**src/rtl/sdr_pkg.sv**
```systemverilog
// Shared definitions for the SDRAM command-bus arbiter: state width and encodings.
package sdr_pkg;

  localparam int STATE_W = 4;

  typedef enum logic [STATE_W-1:0] {
    S_INIT  = 4'd0,
    S_IDLE  = 4'd1,
    S_WRITE = 4'd2,
    S_READ  = 4'd3,
    S_REF   = 4'd4
  } sdr_state_t;

endpackage

```
**src/rtl/sdr_ref_timer.sv**
```systemverilog
// Auto-refresh interval timer and postponed-refresh counter.
// The timer free-runs 0..REF_PERIOD-1 once enabled; each wrap is one refresh
// demand. Demands accumulate in ref_pend up to REF_MAX_PEND. A demand that
// arrives with the counter already full is lost and flagged in sticky ref_ovf.
module sdr_ref_timer #(
  parameter  int REF_PERIOD   = 1300,
  parameter  int REF_MAX_PEND = 4,
  localparam int CNT_W        = $clog2(REF_PERIOD),
  localparam int PEND_W       = $clog2(REF_MAX_PEND + 1)
) (
  input  logic              clk,
  input  logic              rst_n,
  input  logic              en,
  input  logic              ref_done_ack,
  output logic [PEND_W-1:0] ref_pend,
  output logic              ref_ovf
);

  localparam logic [CNT_W-1:0]  CNT_LAST = CNT_W'(REF_PERIOD - 1);
  localparam logic [PEND_W-1:0] PEND_MAX = PEND_W'(REF_MAX_PEND);

  logic [CNT_W-1:0] cnt;
  logic             tick;

  assign tick = en && (cnt == CNT_LAST);

  // Interval timer: parked at 0 until enabled, then counts and wraps.
  always_ff @(posedge clk) begin
    if (!rst_n || !en) begin
      cnt <= '0;
    end else if (cnt == CNT_LAST) begin
      cnt <= '0;
    end else begin
      cnt <= cnt + 1'b1;
    end
  end

  // Pending counter: a tick and an ack in the same cycle cancel out.
  always_ff @(posedge clk) begin
    if (!rst_n) begin
      ref_pend <= '0;
      ref_ovf  <= 1'b0;
    end else if (tick && !ref_done_ack) begin
      if (ref_pend == PEND_MAX) begin
        ref_ovf <= 1'b1;
      end else begin
        ref_pend <= ref_pend + 1'b1;
      end
    end else if (ref_done_ack && !tick) begin
      if (ref_pend != '0) begin
        ref_pend <= ref_pend - 1'b1;
      end
    end
  end

endmodule

```
**src/rtl/sdr_arb.sv**
```systemverilog
// SDRAM command-bus arbiter between write, read and auto-refresh sequencers.
// Handshake: sdr_wr_req/sdr_rd_req are levels held until the matching grant
// rises; a grant then stays high until the owner's single-cycle completion
// strobe (wr_exit/rd_done/ref_done) is sampled, after which the arbiter spends
// at least one cycle in S_IDLE before granting again. Grants are registered
// alongside the state so they always match sdr_state.
module sdr_arb
  import sdr_pkg::*;
#(
  parameter int REF_PERIOD   = 1300,
  parameter int REF_MAX_PEND = 4
) (
  input  logic               clk,
  input  logic               rst_n,
  input  logic               init_done,
  input  logic               sdr_wr_req,
  input  logic               sdr_rd_req,
  input  logic               wr_exit,
  input  logic               rd_done,
  input  logic               ref_done,
  output logic               wr_grant,
  output logic               rd_grant,
  output logic               ref_grant,
  output logic [STATE_W-1:0] sdr_state,
  output logic               ref_urgent,
  output logic               ref_ovf
);

  localparam int PEND_W = $clog2(REF_MAX_PEND + 1);

  sdr_state_t        state_q;
  logic              last_rd;   // 1 when the most recent data grant was a read
  logic [PEND_W-1:0] ref_pend;
  logic              ref_done_ack;

  assign sdr_state    = state_q;
  assign ref_done_ack = ref_done && (state_q == S_REF);
  assign ref_urgent   = (ref_pend == PEND_W'(REF_MAX_PEND));

  sdr_ref_timer #(
    .REF_PERIOD  (REF_PERIOD),
    .REF_MAX_PEND(REF_MAX_PEND)
  ) u_ref (
    .clk         (clk),
    .rst_n       (rst_n),
    .en          (init_done),
    .ref_done_ack(ref_done_ack),
    .ref_pend    (ref_pend),
    .ref_ovf     (ref_ovf)
  );

  // Arbiter FSM with grants registered together with the state.
  always_ff @(posedge clk) begin
    if (!rst_n) begin
      state_q   <= S_INIT;
      wr_grant  <= 1'b0;
      rd_grant  <= 1'b0;
      ref_grant <= 1'b0;
      last_rd   <= 1'b1;
    end else begin
      case (state_q)
        S_INIT: begin
          if (init_done) begin
            state_q <= S_IDLE;
          end
        end
        S_IDLE: begin
          if (ref_urgent) begin
            state_q   <= S_REF;
            ref_grant <= 1'b1;
          end else if (sdr_wr_req && (!sdr_rd_req || last_rd)) begin
            state_q  <= S_WRITE;
            wr_grant <= 1'b1;
            last_rd  <= 1'b0;
          end else if (sdr_rd_req) begin
            state_q  <= S_READ;
            rd_grant <= 1'b1;
            last_rd  <= 1'b1;
          end else if (ref_pend != '0) begin
            state_q   <= S_REF;
            ref_grant <= 1'b1;
          end
        end
        S_WRITE: begin
          if (wr_exit) begin
            state_q  <= S_IDLE;
            wr_grant <= 1'b0;
          end
        end
        S_READ: begin
          if (rd_done) begin
            state_q  <= S_IDLE;
            rd_grant <= 1'b0;
          end
        end
        S_REF: begin
          if (ref_done) begin
            state_q   <= S_IDLE;
            ref_grant <= 1'b0;
          end
        end
        default: begin
          state_q   <= S_INIT;
          wr_grant  <= 1'b0;
          rd_grant  <= 1'b0;
          ref_grant <= 1'b0;
        end
      endcase
    end
  end

endmodule

```
**config.mk**
```make
export PLATFORM = sky130hd
export DESIGN_NAME = sdr_arb
export DESIGN_NICKNAME = d
export VERILOG_FILES = /design/src/rtl/sdr_pkg.sv /design/src/rtl/sdr_ref_timer.sv /design/src/rtl/sdr_arb.sv
export SDC_FILE = /design/constraint.sdc
export NUM_CORES = 1
export LEC_CHECK = 0
export CAP_MARGIN = 20
export CORE_ASPECT_RATIO = 1.4
export CORE_MARGIN = 2
export CORE_UTILIZATION = 26
export CTS_BUF_LIST = sky130_fd_sc_hd__clkbuf_4 sky130_fd_sc_hd__clkbuf_8
export CTS_CLUSTER_SIZE = 12
export DETAILED_ROUTE_END_ITERATION = 8
export GPL_TIMING_DRIVEN = 0
export HOLD_SLACK_MARGIN = 0.06
export SYNTH_ARGS = -nofsm -noshare
export SYNTH_HDL_FRONTEND = slang
export SYNTH_SLANG_ARGS = --single-unit
```
**constraint.sdc**
```tcl
create_clock -name clk -period 3.16 [get_ports clk]
set_clock_uncertainty 0.1 [all_clocks]
set_input_delay 0.316 -clock clk [delete_from_list [all_inputs] [get_ports clk]]
set_output_delay 0.316 -clock clk [all_outputs]
set_load 0.02 [all_outputs]
```
### Word-level counts from Yosys, hierarchy flattened

Cells that the tools add are included.

| operators by class | value |
|---|---|
| add/sub/neg operators | 3 |
| multipliers | 0 |
| div/mod/pow operators | 0 |
| $lt $le $gt $ge | 0 |
| equality and inequality tests | 19 |
| shift-type cells | 0 |
| muxes and demuxes | 29 |
| bitwise logic cells | 4 |
| reduce and logical (&&, ||, !) cells | 28 |

Operators with widths:

| cell | number |
|---|---|
| 4-bit 2-to-1 mux | 8 |
| 4-bit one-hot mux with 5 select lines | 1 |
| 2-bit != test, second input constant | 9 |
| 5-bit AND reduction | 3 |
| 1-bit 2-to-1 mux | 13 |
| 3-bit 2-to-1 mux | 4 |
| 11-bit by 1-bit adder with 11-bit output, second input constant | 1 |
| 11-bit == test, second input constant | 1 |
| 3-bit != test, second input constant | 3 |
| 1-bit one-hot mux with 3 select lines | 3 |
| 3-bit OR reduction | 3 |
| 4-bit by 2-bit == test with 1-bit output, second input constant | 2 |
| 3-bit AND reduction | 2 |
| 2-bit nonzero test | 3 |
| 1-bit logical AND | 5 |
| 1-bit zero test | 5 |
| 5-bit != test, second input constant | 1 |
| 4-bit by 1-bit == test with 1-bit output, second input constant | 1 |
| 4-bit by 3-bit == test with 1-bit output, second input constant | 1 |
| 4-bit zero test | 1 |
| 1-bit inverter | 4 |
| 4-bit AND reduction | 1 |
| 3-bit by 1-bit adder with 3-bit output, second input constant | 1 |
| 3-bit == test, second input constant | 1 |
| other kinds (5) | 6 |

| word-level totals | value |
|---|---|
| bits in registers | 23 |
| bits in latches | 0 |
| memory bits (writable) | 0 |
| memory bits (read-only) | 0 |
| bits of input ports | 8 |
| output and inout port bits | 9 |
| word-level logic and storage cells | 91 |
| memories kept | 0 |

### Logic depth before layout (Yosys ltp)

Gate-level depths: netlist of the first run.

| logic depth | value |
|---|---|
| word-level depth | 6 |
| mapped depth | 10 |
| gate-level depth less buffers | 10 |

### By module

From an unflattened synthesis of the first run, not the netlist that was laid out.

| unflattened totals | value |
|---|---|
| cells, all modules | 141 |
| area, all modules | 1248.7 sq um |

By module, submodules not included:

| module | instances | cells each | area each (sq um) | seq. area each (sq um) |
|---|---|---|---|---|
| sdr_ref_timer | 1 | 82 | 747.0 | 300.3 |
| sdr_arb | 1 | 59 | 501.7 | 140.1 |

### Worst setup path after synthesis of the first run

Ideal clock, no wire load.

| timing | value |
|---|---|
| path kind | reg2reg |
| start point | register u_ref.cnt[0] |
| end point | register u_ref.ref_pend[2] |
| library setup time | 72 ps |
| arrival | 2192 ps |
| slack | 796 ps |
| cell stages (with the launch flop) | 11 |
| buffers on the path | 0 |
| cell sequence | dfxtp_1 ha_1 nand4b_1 nor4bb_1 and2_2 ha_1 xnor2_1 ha_1 or3_1 a21boi_1 mux2i_1 |

| on the way | value |
|---|---|
| longest elaborated chain between the ends | 6 |

RTL lines:

| element | line | RTL |
|---|---|---|
| from (decl) | sdr_ref_timer.sv:22 | `logic [CNT_W-1:0] cnt;` |
| from (signal assigned) | sdr_ref_timer.sv:34 | `cnt <= cnt + 1'b1;` |
| 11-bit == test * | sdr_ref_timer.sv:25 | `assign tick = en && (cnt == CNT_LAST);` |
| 1-bit logical AND * | sdr_ref_timer.sv:25 |  |
| 1-bit zero test | sdr_ref_timer.sv:49 | `end else if (ref_done_ack && !tick) begin` |
| 1-bit logical AND | sdr_ref_timer.sv:49 |  |
| 2-bit nonzero test (no line) | - |  |
| 3-bit AND reduction (no line) | - |  |
| to (signal assigned) | sdr_ref_timer.sv:47 | `ref_pend <= ref_pend + 1'b1;` |
| to (signal assigned) | sdr_ref_timer.sv:51 | `ref_pend <= ref_pend - 1'b1;` |
| to (decl) | sdr_ref_timer.sv:15 | `output logic [PEND_W-1:0] ref_pend,` |

Every way passes the cells marked *; elsewhere a longest branch is shown, timed or not.
A chain may end at the register's enable or synchronous reset.

### Worst setup path in the final report of the first run

Same ends and word-level chain as after synthesis.

==> results of run 1 <==
## logic make-up (layout without fill, tap and decap cells)
| family | Yosys count | in the layout |
|---|---|---|
| muxes | 2 | 2 |
| xor gates and xnor gates | 12 | 12 |
| adders and majority gates | 4 | 4 |
| AOI/OAI and AO/OA | 23 | 23 |
| other | 1 | 1 |
| buffers and inverters | 7 | 26 |
| and+or+nand+nor | 59 | 59 |
| DFF | 22 | 22 |
## final timing paths
| check | end | slack (ns) |
|---|---|---|
| min | u_ref.cnt[0] | 0.35 |
| max reg2reg | u_ref.ref_pend[2] | 0.52 |
| min reg2reg | u_ref.cnt[0] | 0.35 |
| max | u_ref.ref_pend[2] | 0.52 |
## layout by cell type, fill, tap and decap left out, types with 2 or more instances in the layout
master,n
a21oi_1,5
nand2b_1,3
o21ai_0,4
o31ai_1,2
nor3_1,2
dfxtp_1,22
clkbuf_8,3
xor2_1,6
clkdlybuf4s50_1,15
buf_2,2
nand3_1,5
xnor2_1,6
mux2i_1,2
nand2_1,11
nand4_1,2
nand3b_1,3
inv_1,2
ha_1,4
nor2b_1,4
nor2_1,18
a21boi_0,5
## routing by layer
layer,up-vias,share of wire [%]
li1,485,-
met4,0,3.1
met5,-,0
met2,22,49
met3,7,4.1
met1,426,44
## through the flow
step | worst slack, ns | util, % | cells
4_1_cts | 0.480 | 33.5 | 194
5_1_grt | 0.282 | 33.5 | 194
3_3_place_gp | 0.551 | 31.8 | 190
3_5_place_dp | 0.502 | 31.8 | 190
2_1_floorplan | 0.796 | - | 130
6_report | 0.517 | 33.5 | 194
## cell type report
class | instances | area [µm²]
buffer | 5 | 32.5
clock buffer | 3 | 41.3
clock inverter | 1 | 30.0
fill | 455 | 2800
inverter | 2 | 7.51
multi-input combinational | 101 | 651
sequential | 22 | 440
tap | 45 | 56.3
timing repair buffer | 15 | 150
## state kept, by name (all words and copies together) (netlist names)
register and flops:
u_ref.cnt 11, sdr_state 3, u_ref.ref_pend 3, last_rd 1
rd_grant 1, ref_grant 1, u_ref.ref_ovf 1, wr_grant 1
## power by group through the flow
stage	Sequential (mW)	Clock [mW]	Combinational, mW
2_1_floorplan	0.303	0	0.0390
3_3_place_gp	0.298	0	0.0758
3_5_place_dp	0.298	0	0.0762
4_1_cts	0.292	0.274	0.0763
5_1_grt	0.293	0.289	0.0837
6_report	0.292	0.267	0.0760
## worst register-to-register path: stages (launching register included)
cell and delay, ns:
dfxtp_1 0.36, ha_1 0.25, nand4b_1 0.12, nor4bb_1 0.36, and2_2 0.22, ha_1 0.20, xnor2_1 0.08, ha_1 0.19
or3_1 0.34, a21boi_1 0.18, mux2i_1 0.20
==> flow_summary.json, run 1 <==
{
  "cts_buffers": 3,
  "cts_buffer_depth": 2,
  "ys_types": 41,
  "muxShareOfSynthArea_pct": 1.77,
  "min_path_cells": 1,
  "synth_edf_count": 0,
  "vdd_drop_max_mv": 0.198,
  "std_cell_rows": 28,
  "drt-initial-drc-count": 70,
  "tns_ns": 0,
  "synth_compound_area_share_pct": 13.4,
  "postLayoutCellArea_um2": 1410,
  "reg2reg_depth": 10,
  "gr-total-overflow": 0,
  "required_ns": 3.26,
  "die_h_um": 82.0,
  "die_x_um": 59.7,
  "path_class": "reg -> reg",
  "cp_common_cell": "ha_1",
  "ys_seq_elements": 22,
  "synth_xor_area_share_pct": 9.29,
  "critPathLaunchType": "flip-flop",
  "netlist.area_leader.share_pct": 38.9,
  "use_met1_pct": 11.2,
  "hold_path.class": "reg -> reg",
  "power_uw": 634,
  "path_cells": "ha_1 > nand4b_1 > nor4bb_1 > and2_2 > ha_1 > xnor2_1 > ha_1 > or3_1 > a21boi_1 > mux2i_1",
  "ctsResizeCount": 0,
  "fin_crit_ns": 2.64,
  "cp.buffers_inverters": 0,
  "grt_max_degree": 14,
  "first_pass_iters": 4,
  "r2r-start": "u_ref.cnt[0]",
  "cts_setup_buffers": 0,
  "cts_tree": "yes",
  "grt_pass1_wl_um": 3840,
  "synthMostInstantiatedCell": "dfxtp_1",
  "worst-endpoint-arrival_ns": 2.74,
  "portBuffers": 15,
  "met2_usage_pct": 18.2,
  "p_sw_uw": 144,
  "wl_per_cell_um": 11.6,
  "rsz0062_at_grt": "no",
  "antenna_found_initial": 0,
  "fmax_mhz": 378,
  "setup_viol": 0,
  "finalNetCount": 162,
  "timing.final.crit_share_pct": 83.6,
  "startpoint": "u_ref.cnt[0]",
  "gr-max-usage-layer": "met2",
  "cts.sinks": 22,
  "clkPwrFrac_pct": 42.0,
  "finalWeightedCongestion": 0.734,
  "grt_util_met3_pct": 2.05,
  "crit_family": "simple AND/OR/NAND/NOR gates",
  "via_per_inst": 4.85,
  "p_int_uw": 490,
  "clock-root-buffer": "clkbuf_8",
  "synth_commonest_cells": "dfxtp_1, nor2_1, nand2_1",
  "synth_fa_ha_area_share_pct": 4.42,
  "p_leak_nw": 0.506,
  "p_sw_share_pct": 22.7,
  "syn_area_per_cell_um2": 8.70,
  "synth_ff_type": "dfxtp_1",
  "place_area_um2": 1340,
  "syn_nets": 142,
  "yosys.area_share.simple_pct": 28.3,
  "ys_async_sr_fraction_pct": 0,
  "yosys.area.top_type": "dfxtp_1",
  "critPathSlowestCell": "dfxtp_1",
  "track_usage_pct": 10.3,
  "num_vias": 940,
  "power_frac_comb_pct": 12.0,
  "synth_top_family_by_area": "simple AND/OR/NAND/NOR gates",
  "max_cap_viol_count": 0,
  "drc_errors": 0,
  "hold-worst-slack_ns": 0.350,
  "die-area_um2": 4900,
  "syn_area_um2": 1130,
  "crit_fanout": 4,
  "p_per_area_nw_per_um2": 450,
  "cts-hold-fix-buffers": 0,
  "crit_cells": 10,
  "hpwl_um": 1680,
  "drtAntennaViolNets": 0,
  "initial_core_util_pct": 26.9,
  "worstSetupEndpointType": "flip-flop",
  "ioPinCount": 17,
  "coreArea_um2": 4200,
  "wl_um": 2250,
  "power_frac_seq_pct": 46.0,
  "syn_inst": 130,
  "syn_to_final_growth_pct": 24.6,
  "antennaDiodeCount": 0,
  "synth.area.top_cells": "dfxtp_1, nor2_1, xnor2_1",
  "status": "finished clean",
  "slew_violations": 0,
  "finalHoldViolCount": 0,
  "slowest_delay_ns": 0.36,
  "clkLatencyLatePin_ns": 0.27,
  "h-tree-depth": 1,
  "hold_start": "u_ref.cnt[0]",
  "clk_pin_slew_ns": 0.08,
  "grt_pass1_vias": 910,
  "drive_gt1_share_pct": 9.40,
  "synth_warnings": 0,
  "synth.yosys.seq_area_share_pct": 38.9
}
No activity file was read; power rests on OpenSTA's default activity.
==> run 2: changes to the inputs <==
==> constraint.sdc (replaced) <==
create_clock -name clk -period 2.5 [get_ports clk]
set_clock_uncertainty 0.1 [all_clocks]
set_input_delay 0.25 -clock clk [delete_from_list [all_inputs] [get_ports clk]]
set_output_delay 0.25 -clock clk [all_outputs]
set_load 0.02 [all_outputs]
==> flow_summary.json, run 2 (same netlist as run 1, synthesis figures left out) <==
{
  "worstSetupEndpointType": "flip-flop",
  "drtAntennaViolNets": 0,
  "antenna_found_initial": 0,
  "status": "finished clean",
  "finalWeightedCongestion": 0.734,
  "grt_pass1_wl_um": 3860,
  "first_pass_iters": 4,
  "largest_reg_flops": 11,
  "syn_to_final_growth_pct": 32.2,
  "path_class": "reg -> reg",
  "crit_fanout": 3,
  "cts.sinks": 22,
  "portBuffers": 15,
  "h-tree-depth": 1,
  "clock-root-buffer": "clkbuf_8",
  "r2r_slack_ns": 0.06,
  "finalWorstSetupSlack_ns": 0.0559,
  "finalHoldViolCount": 0,
  "fin_crit_ns": 2.44,
  "antennaDiodeCount": 0,
  "grt_max_degree": 14,
  "power_frac_comb_pct": 12.2,
  "clkPwrFrac_pct": 42.0,
  "slew_violations": 0,
  "p_per_area_nw_per_um2": 538,
  "track_usage_pct": 10.3,
  "drt-initial-drc-count": 61,
  "cts_tree": "yes",
  "p_leak_nw": 0.518,
  "vdd_drop_max_mv": 0.250,
  "grt_pass1_vias": 908,
  "rsz0062_at_grt": "yes",
  "critPathLaunchType": "flip-flop",
  "timing.final.crit_share_pct": 97.8,
  "cts_buffer_depth": 2,
  "wl_um": 2310,
  "power_frac_seq_pct": 45.9,
  "p_sw_uw": 184,
  "final_common_cell": "dfxtp_1",
  "cts-hold-fix-buffers": 0,
  "final_core_util_pct": 35.6,
  "setup_viol": 0,
  "worst-endpoint-arrival_ns": 2.54,
  "dp_slack_ns": -0.158,
  "clk_pin_slew_ns": 0.08,
  "hold_path.class": "reg -> reg",
  "num_vias": 948,
  "gr-total-overflow": 0,
  "required_ns": 2.60,
  "regMostFlops": "u_ref.cnt",
  "via_per_inst": 4.84,
  "coreArea_um2": 4200,
  "clkLatencyLatePin_ns": 0.27,
  "p_int_uw": 621,
  "most-common-layout-cells": "dfxtp_1, nor2_1, clkdlybuf4s50_1, nand2_1, xor2_1",
  "die-area_um2": 4900,
  "die_h_um": 82.0,
  "wl_per_cell_um": 11.8,
  "hold-worst-slack_ns": 0.341,
  "drive_gt1_share_pct": 17.2,
  "initial_core_util_pct": 26.9,
  "finalNetCount": 164,
  "drc_errors": 0,
  "std_cell_rows": 28,
  "die_x_um": 59.7,
  "hpwl_um": 1680,
  "fmax_mhz": 409,
  "p_sw_share_pct": 22.8,
  "ioPinCount": 17,
  "max_cap_viol_count": 0,
  "cts_buffers": 3
}
## run 2: cell count changes in the layout (fill, tap and decap cells not counted), moves of 2 or more
| cell | delta |
|---|---|
| ha_1 | -3 |
| ha_4 | +2 |
| dfxtp_1 | -2 |
| buf_4 | +2 |
## run 2: worst paths after layout
| path | endpoint | startpoint | cells after the start |
|---|---|---|---|
| max | u_ref.ref_pend[2] | u_ref.cnt[0] | 10 |
| min | u_ref.cnt[0] | u_ref.cnt[0] | 1 |
| max reg2reg | u_ref.ref_pend[2] | u_ref.cnt[0] | 10 |
| min reg2reg | u_ref.cnt[0] | u_ref.cnt[0] | 1 |
## run 2: what timing repair did
action,CTS,global route
setup endpoints to repair,1,1
setup buffers,0,2
gates resized for setup,7,8
pin swaps,3,4
endpoints found under the hold margin,0,0
## run 2: routing by layer
| metal | routed length, µm | vias to the layer above | part of all wire [%] | GRT usage, % |
|---|---|---|---|---|
| li1 | - | 488 | - | - |
| met1 | 1000 | 433 | 43 | 11.2 |
| met2 | 1150 | 20 | 50 | 18.4 |
| met3 | 91 | 7 | 3.9 | 2.05 |
| met4 | 69 | 0 | 3.0 | 5.56 |
| met5 | 0 | - | 0 | 0 |
## run 2: layout make-up
cell class              count  area (µm²)
well taps                  45        56.3
multi-input cells         101         717
clock buffers               3        41.3
flip-flops and latches     22         445
inverters                   2        7.51
plain buffers               5        32.5
fillers                   444        2710
clock inverters             1        30.0
repair buffers             17         165
## run 2: worst max-delay path: stages, from the launching register on
cell,delay (ns)
dfxtp_4,0.37
ha_4,0.13
nand4b_1,0.15
nor4bb_4,0.33
and2_4,0.21
ha_4,0.15
xnor2_2,0.06
ha_2,0.18
or3_4,0.37
a21boi_2,0.15
mux2i_1,0.19
## run 2: power by group through the flow
| stage | combinational, mW | clock (mW) | sequential [mW] |
|---|---|---|---|
| detailed placement | 0.0963 | 0 | 0.377 |
| CTS | 0.0970 | 0.347 | 0.370 |
| finish | 0.0978 | 0.338 | 0.369 |
| global route | 0.108 | 0.364 | 0.371 |
| global placement | 0.0958 | 0 | 0.377 |
| floorplan | 0.0493 | 0 | 0.384 |
## run 2: stage by stage
stage                     instances  TNS (ns)  area, µm²  power, mW
after CTS                       194         0       1430      0.813
after floorplan                 130         0       1130      0.433
after detailed placement        190    -0.158       1340      0.473
after global placement          190    -0.109       1340      0.472
final                           196         0       1500      0.804
after global routing            196    -0.102       1500      0.843
==> run 3: changes to the inputs <==
--- a/config.mk
+++ b/config.mk
@@ -14,6 +14,7 @@
 export DETAILED_ROUTE_END_ITERATION = 8
 export GPL_TIMING_DRIVEN = 0
 export HOLD_SLACK_MARGIN = 0.06
+export SLEW_MARGIN = 10
 export SYNTH_ARGS = -nofsm -noshare
 export SYNTH_HDL_FRONTEND = slang
 export SYNTH_SLANG_ARGS = --single-unit
==> results of run 3 <==
No change in the layout: final DEF, timing and power equal those of run 2.
